===== src/rtl/uart_rx.sv =====
// 8N1 UART receiver with a small pop-handshake FIFO, sticky error flags and a level irq.
// Define UART_RX_PARITY_EN to receive 8E1/8O1 frames (PARITY_ODD selects the sense).
module uart_rx #(
    parameter int unsigned CLKS_PER_BIT = 868,
    parameter int unsigned FIFO_DEPTH   = 4,
    parameter bit          PARITY_ODD   = 1'b0
) (
    input  logic       clk,
    input  logic       rst,
    input  logic       rx,
    input  logic       rx_ready,
    input  logic       err_clr,
    output logic [7:0] rx_data,
    output logic       rx_valid,
    output logic       frame_err,
    output logic       parity_err,
    output logic       overrun,
    output logic       irq
);
    localparam int unsigned CW = $clog2(CLKS_PER_BIT);
    localparam int unsigned AW = $clog2(FIFO_DEPTH);
    localparam int unsigned PW = AW + 1;
    localparam logic [CW-1:0] CNT_MID  = CW'(CLKS_PER_BIT / 2 - 1);
    localparam logic [CW-1:0] CNT_END  = CW'(CLKS_PER_BIT - 1);
    localparam logic [PW-1:0] PTR_LAST = PW'(FIFO_DEPTH - 1);
    localparam logic [PW-1:0] DEPTH    = PW'(FIFO_DEPTH);

`ifdef UART_RX_PARITY_EN
    typedef enum logic [2:0] {StIdle, StStart, StData, StParity, StStop, StBreak} state_e;
`else
    typedef enum logic [2:0] {StIdle, StStart, StData, StStop, StBreak} state_e;
`endif

    logic          rx_meta_q, rxs_q;
    state_e        state_q, state_d;
    logic [CW-1:0] cnt_q, cnt_d;
    logic [2:0]    bit_q, bit_d;
    logic [7:0]    shift_q, shift_d;
    logic          push_q, push_d;
    logic          frame_set;
    logic          frame_q, frame_d;
    logic          ovr_q, ovr_d;
    logic          irq_q, irq_d;
`ifdef UART_RX_PARITY_EN
    logic          par_bad_q, par_bad_d;
    logic          parity_set;
    logic          parity_q, parity_d;
`endif

    logic [7:0]    mem_q [FIFO_DEPTH];
    logic [7:0]    mem_d [FIFO_DEPTH];
    logic [PW-1:0] rd_ptr_q, rd_ptr_d, wr_ptr_q, wr_ptr_d, count_q, count_d;
    logic [7:0]    last_q, last_d;
    logic          pop, full, push_ok;

    always_comb begin
        state_d   = state_q;
        cnt_d     = cnt_q + 1'b1;
        bit_d     = bit_q;
        shift_d   = shift_q;
        push_d    = 1'b0;
        frame_set = 1'b0;
`ifdef UART_RX_PARITY_EN
        par_bad_d  = par_bad_q;
        parity_set = 1'b0;
`endif
        case (state_q)
            StIdle: begin
                cnt_d = '0;
                if (!rxs_q) state_d = StStart;
            end
            StStart: begin
                if (cnt_q == CNT_MID) begin
                    cnt_d   = '0;
                    bit_d   = '0;
                    state_d = rxs_q ? StIdle : StData;
                end
            end
            StData: begin
                if (cnt_q == CNT_END) begin
                    cnt_d   = '0;
                    shift_d = {rxs_q, shift_q[7:1]};
                    bit_d   = bit_q + 3'd1;
                    if (bit_q == 3'd7) begin
`ifdef UART_RX_PARITY_EN
                        state_d = StParity;
`else
                        state_d = StStop;
`endif
                    end
                end
            end
`ifdef UART_RX_PARITY_EN
            StParity: begin
                if (cnt_q == CNT_END) begin
                    cnt_d     = '0;
                    par_bad_d = ((^shift_q) ^ rxs_q) != PARITY_ODD;
                    state_d   = StStop;
                end
            end
`endif
            StStop: begin
                if (cnt_q == CNT_END) begin
                    cnt_d = '0;
                    if (!rxs_q) begin
                        frame_set = 1'b1;
                        state_d   = StBreak;
                    end
`ifdef UART_RX_PARITY_EN
                    else if (par_bad_q) begin
                        parity_set = 1'b1;
                        state_d    = StIdle;
                    end
`endif
                    else begin
                        push_d  = 1'b1;
                        state_d = StIdle;
                    end
                end
            end
            StBreak: begin
                cnt_d = '0;
                if (rxs_q) state_d = StIdle;
            end
            default: state_d = StIdle;
        endcase
    end

    // A push while full succeeds only if a pop frees the head in the same cycle.
    always_comb begin
        full     = (count_q == DEPTH);
        pop      = rx_ready && (count_q != '0);
        push_ok  = push_q && (!full || pop);
        mem_d    = mem_q;
        rd_ptr_d = rd_ptr_q;
        wr_ptr_d = wr_ptr_q;
        last_d   = last_q;
        if (pop) begin
            last_d   = mem_q[rd_ptr_q[AW-1:0]];
            rd_ptr_d = (rd_ptr_q == PTR_LAST) ? '0 : rd_ptr_q + 1'b1;
        end
        if (push_ok) begin
            mem_d[wr_ptr_q[AW-1:0]] = shift_q;
            wr_ptr_d = (wr_ptr_q == PTR_LAST) ? '0 : wr_ptr_q + 1'b1;
        end
        count_d = count_q + PW'(push_ok) - PW'(pop);
        frame_d = (frame_q && !err_clr) || frame_set;
        ovr_d   = (ovr_q && !err_clr) || (push_q && !push_ok);
`ifdef UART_RX_PARITY_EN
        parity_d = (parity_q && !err_clr) || parity_set;
`endif
        irq_d = (count_q != '0) | frame_q | parity_err | ovr_q;
    end

    always_ff @(posedge clk) begin
        if (rst) begin
            rx_meta_q <= 1'b1;
            rxs_q     <= 1'b1;
            state_q   <= StIdle;
            cnt_q     <= '0;
            bit_q     <= '0;
            shift_q   <= '0;
            push_q    <= 1'b0;
            frame_q   <= 1'b0;
            ovr_q     <= 1'b0;
            irq_q     <= 1'b0;
            rd_ptr_q  <= '0;
            wr_ptr_q  <= '0;
            count_q   <= '0;
            last_q    <= '0;
            for (int i = 0; i < int'(FIFO_DEPTH); i++) mem_q[i] <= '0;
`ifdef UART_RX_PARITY_EN
            par_bad_q <= 1'b0;
            parity_q  <= 1'b0;
`endif
        end else begin
            rx_meta_q <= rx;
            rxs_q     <= rx_meta_q;
            state_q   <= state_d;
            cnt_q     <= cnt_d;
            bit_q     <= bit_d;
            shift_q   <= shift_d;
            push_q    <= push_d;
            frame_q   <= frame_d;
            ovr_q     <= ovr_d;
            irq_q     <= irq_d;
            rd_ptr_q  <= rd_ptr_d;
            wr_ptr_q  <= wr_ptr_d;
            count_q   <= count_d;
            last_q    <= last_d;
            mem_q     <= mem_d;
`ifdef UART_RX_PARITY_EN
            par_bad_q <= par_bad_d;
            parity_q  <= parity_d;
`endif
        end
    end

    assign rx_data   = (count_q == '0) ? last_q : mem_q[rd_ptr_q[AW-1:0]];
    assign rx_valid  = (count_q != '0);
    assign frame_err = frame_q;
    assign overrun   = ovr_q;
    assign irq       = irq_q;
`ifdef UART_RX_PARITY_EN
    assign parity_err = parity_q;
`else
    // PARITY_ODD has no effect in this build.
    assign parity_err = 1'b0 & PARITY_ODD;
`endif

endmodule


===== config.mk =====
export PLATFORM = sky130hd
export DESIGN_NAME = uart_rx
export DESIGN_NICKNAME = d
export VERILOG_FILES = /design/src/rtl/uart_rx.sv
export SDC_FILE = /design/constraint.sdc
export NUM_CORES = 1
export LEC_CHECK = 0
export ABC_AREA = 1
export CAP_MARGIN = 10
export CORE_MARGIN = 2
export CORE_UTILIZATION = 54
export DETAILED_ROUTE_END_ITERATION = 12
export PLACE_DENSITY_LB_ADDON = 0.15
export SLEW_MARGIN = 20
export SYNTH_ARGS = -nofsm -noshare
export SYNTH_HDL_FRONTEND = slang
export SYNTH_SLANG_ARGS = --single-unit

===== constraint.sdc =====
create_clock -name clk -period 2.6 [get_ports clk]
set_clock_uncertainty 0.2 [all_clocks]
set_input_delay 0.52 -clock clk [delete_from_list [all_inputs] [get_ports clk]]
set_output_delay 0.52 -clock clk [all_outputs]
set_load 0.005 [all_outputs]

==> flow_metrics.py <==
metrics = {
    "status": {
        "outcome": "complete, no violations",
    },
    "yosys": {
        "synth-async-reset-ratio": 0,
        "synth_area_mm2": 0.003648,
        "synth_nets": 493,
        "synth_cell_types": 35,
        "synth-seq-cells": 79,
        "synth_top_flop_cell": "dfxtp_1",
        "synth_edf_count": 0,
        "ys_seq_area_frac": 0.4335,
        "synth.avg_cell_area_um2": 7.665,
        "yosys_warnings": 0,
        "synth_cells": 476,
    },
    "drt": {
        "via_per_inst": 5.378,
        "dr.first_iter.drc_count": 147,
        "totalWireLength_mm": 7.687,
        "ant_nets": 0,
        "first_pass_iters": 5,
        "wl_per_cell_um": 13.46,
        "drc": 0,
        "vias": 3071,
    },
    "finish": {
        "layout.nets": 507,
        "area_delta_synth_final_pct": 11.87,
        "n_fill_cell": 574,
        "seqCellArea_mm2": 0.001590,
        "fin_area_mm2": 0.004081,
        "multi_input_area_mm2": 0.001768,
        "drive_above_1_share": 0.1275,
        "antennaDiodeCount": 0,
    },
    "floorplan": {
        "floorplan.die_area_mm2": 0.007430,
        "top_level_ports": 18,
        "die_h_um": 86.20,
        "rows": 29,
        "initial_core_util": 0.5649,
        "coreArea_mm2": 0.006459,
        "die_w_um": 86.20,
    },
    "power": {
        "p_leak_nw": 1.581,
        "powerDensity_mw_per_mm2": 814.2,
        "peakVddDrop_v": 0.0006830,
    },
    "clock_network": {
        "clock_sinks": 79,
        "numCtsBuffers": 9,
        "cts.clk_slew.worst_paths_ns": 0.08,
        "htree_num_levels": 3,
        "cts_root_buf": "clkbuf_8",
        "clk_path_buf_depth": 2,
        "cts_tree": "built",
        "clock_latency_ns": 0.35,
    },
    "worst_setup_path": {
        "crit_chain": "inv_4 > nand2_1 > a32o_2 > a21oi_1 > dlygate4sd2_1",
        "crit_slowest_cell": "dfxtp_4",
        "start_kind": "flop",
        "end_kind": "output pin",
        "cp_data_arrival_time_ns": 1.60,
        "criticalPathCategory": "reg -> out",
        "r2r_cells": 10,
        "path_max_fanout": 17,
        "reg2reg_from": "count_q[0]",
        "max_stage_delay_ns": 0.37,
        "required_ns": 1.88,
        "r2r_slack_ns": 0.37,
        "r2r_end": "count_q[2]",
    },
    "place": {
        "place_area_mm2": 0.003860,
        "place.gp.congestion": 0.8098,
        "dpl.hpwl_mm": 5.248,
        "io_buffers": 16,
    },
    "timing": {
        "fin_tns_setup_ns": 0,
        "fmax_mhz": 431.6,
        "finalHoldViolations": 0,
        "setup_viol": 0,
        "period_share": 0.8911,
        "rsz0062_at_grt": "false",
        "final-max-slew-violation-count": 0,
        "period_minus_slack_ns": 2.317,
        "worst_hold_slack_ns": 0.2135,
    },
    "min_path": {
        "holdPathEnd": "rxs_q",
        "hold_class": "reg -> reg",
        "min_from": "rx_meta_q",
        "min_path_cells": 1,
    },
    "global_route": {
        "track_usage": 0.2229,
        "grt_pass1_wl_mm": 13.33,
        "antenna_found_initial": 0,
        "grt_max_degree": 48,
        "grt_overflow": 0,
        "grt_pass1_vias": 2909,
    },
    "job": {
        "drv_cap": 0,
    },
}
## registers in the layout, summed over array words and instances, names as in the netlist
name,count
bit_q,3
cnt_q,10
count_q,3
frame_err,1
irq,1
last_q,8
mem_q,32
overrun,1
push_q,1
rd_ptr_q,3
rx_meta_q,1
rxs_q,1
shift_q,8
state_q,3
wr_ptr_q,3
## area by class of cell
type	instances	area share
Tap cell	77	0.02361
Sequential cell	79	0.3896
Clock inverter	6	0.01502
Clock buffer	9	0.03035
Timing Repair Buffer	26	0.06193
Inverter	49	0.04629
Multi-Input combinational cell	325	0.4332
## critical path, delay by kind of cell, from the launching register on
kind            cells  cell delay [ns]
flops               1             0.37
compound gates      2             0.39
buf+inv             2             0.40
simple gates        1             0.08
## cells in the mapped netlist (5+ instances only)
cell type | instances | share of area
nand2_1 | 82 | 0.084
clkbuf_1 | 7 | 0.0072
nand2_2 | 12 | 0.021
inv_1 | 41 | 0.042
buf_4 | 5 | 0.010
o21ai_0 | 21 | 0.029
nand3_1 | 43 | 0.059
a32o_1 | 8 | 0.022
nor2_1 | 35 | 0.036
dfxtp_1 | 79 | 0.43
ha_1 | 11 | 0.038
a21oi_1 | 77 | 0.11
## cells by family (layout without fill, tap and decap cells)
kind of cell	Yosys count	after routing	synth area share
and+or+nand+nor	196	196	0.2558
AOI/OAI and AO/OA	110	110	0.1646
DFF	79	79	0.4335
buffers and inverters	72	90	0.08745
adders and majority gates	12	12	0.04321
xor gates and xnor gates	6	6	0.01440
other	1	1	0.001028
## metal layers
layer / up-vias / part of all wire / track usage
met5: - / 0 / 0
met4: 0 / 0.015 / 0.07955
met3: 11 / 0.041 / 0.04476
met2: 62 / 0.46 / 0.3552
met1: 1405 / 0.48 / 0.3023
li1: 1593 / - / -
## report_power, final
group,switching (mW),internal (mW),total [mW]
combinational,0.556,0.486,1.04
sequential,0.0725,1.31,1.39
clock,0.457,0.437,0.894
total,1.09,2.24,3.32
## layout by cell type (no fill, tap or decap), types with 3 or more instances in the layout
| cell type | instances |
|---|---|
| dfxtp_2 | 4 |
| nand3_2 | 3 |
| dlygate4sd2_1 | 6 |
| nor2_1 | 35 |
| nand3b_1 | 3 |
| a32o_1 | 7 |
| clkinv_2 | 3 |
| o21ai_0 | 21 |
| dfxtp_1 | 74 |
| nor3_1 | 3 |
| nor2_4 | 3 |
| buf_4 | 7 |
| clkdlybuf4s50_1 | 8 |
| inv_1 | 41 |
| nand3_1 | 43 |
| inv_2 | 4 |
| xor2_1 | 4 |
| nand2_2 | 11 |
| clkbuf_8 | 9 |
| a21oi_1 | 77 |
| nand2_1 | 82 |
| ha_1 | 11 |
| nand4_1 | 3 |
## stage by stage
step,setup slack (ns),power [mW],cells,util
finish,0.2831,3.323,571,0.6319
global route,0.1795,3.534,571,0.6319
CTS,0.01094,3.317,571,0.6284
detailed placement,-0.01872,2.468,556,0.5976
global placement,-0.006538,2.438,556,0.5976
floorplan,0.3297,2.036,476,-
## timing repair
item / in CTS / in global routing
gates resized for setup: 13 / 9
hold buffers: 0 / 0
hold endpoints to repair: 0 / 0
pin swaps: 0 / 2
setup endpoints to repair: 8 / 2
buffers inserted: 0 / 0
## worst max path at each step
stage	to	depth (start not counted)	slack [ns]	from
2_1_floorplan	count_q[2]	11	0.33	count_q[1]
3_3_place_gp	count_q[2]	10	-0.007	rx_ready
3_5_place_dp	count_q[2]	10	-0.02	rx_ready
4_1_cts	rx_data[5]	5	0.01	rd_ptr_q[1]
5_1_grt	rx_data[0]	5	0.18	rd_ptr_q[0]
6_report	rx_data[0]	5	0.28	rd_ptr_q[0]
Power figures use the tool's default switching activity.
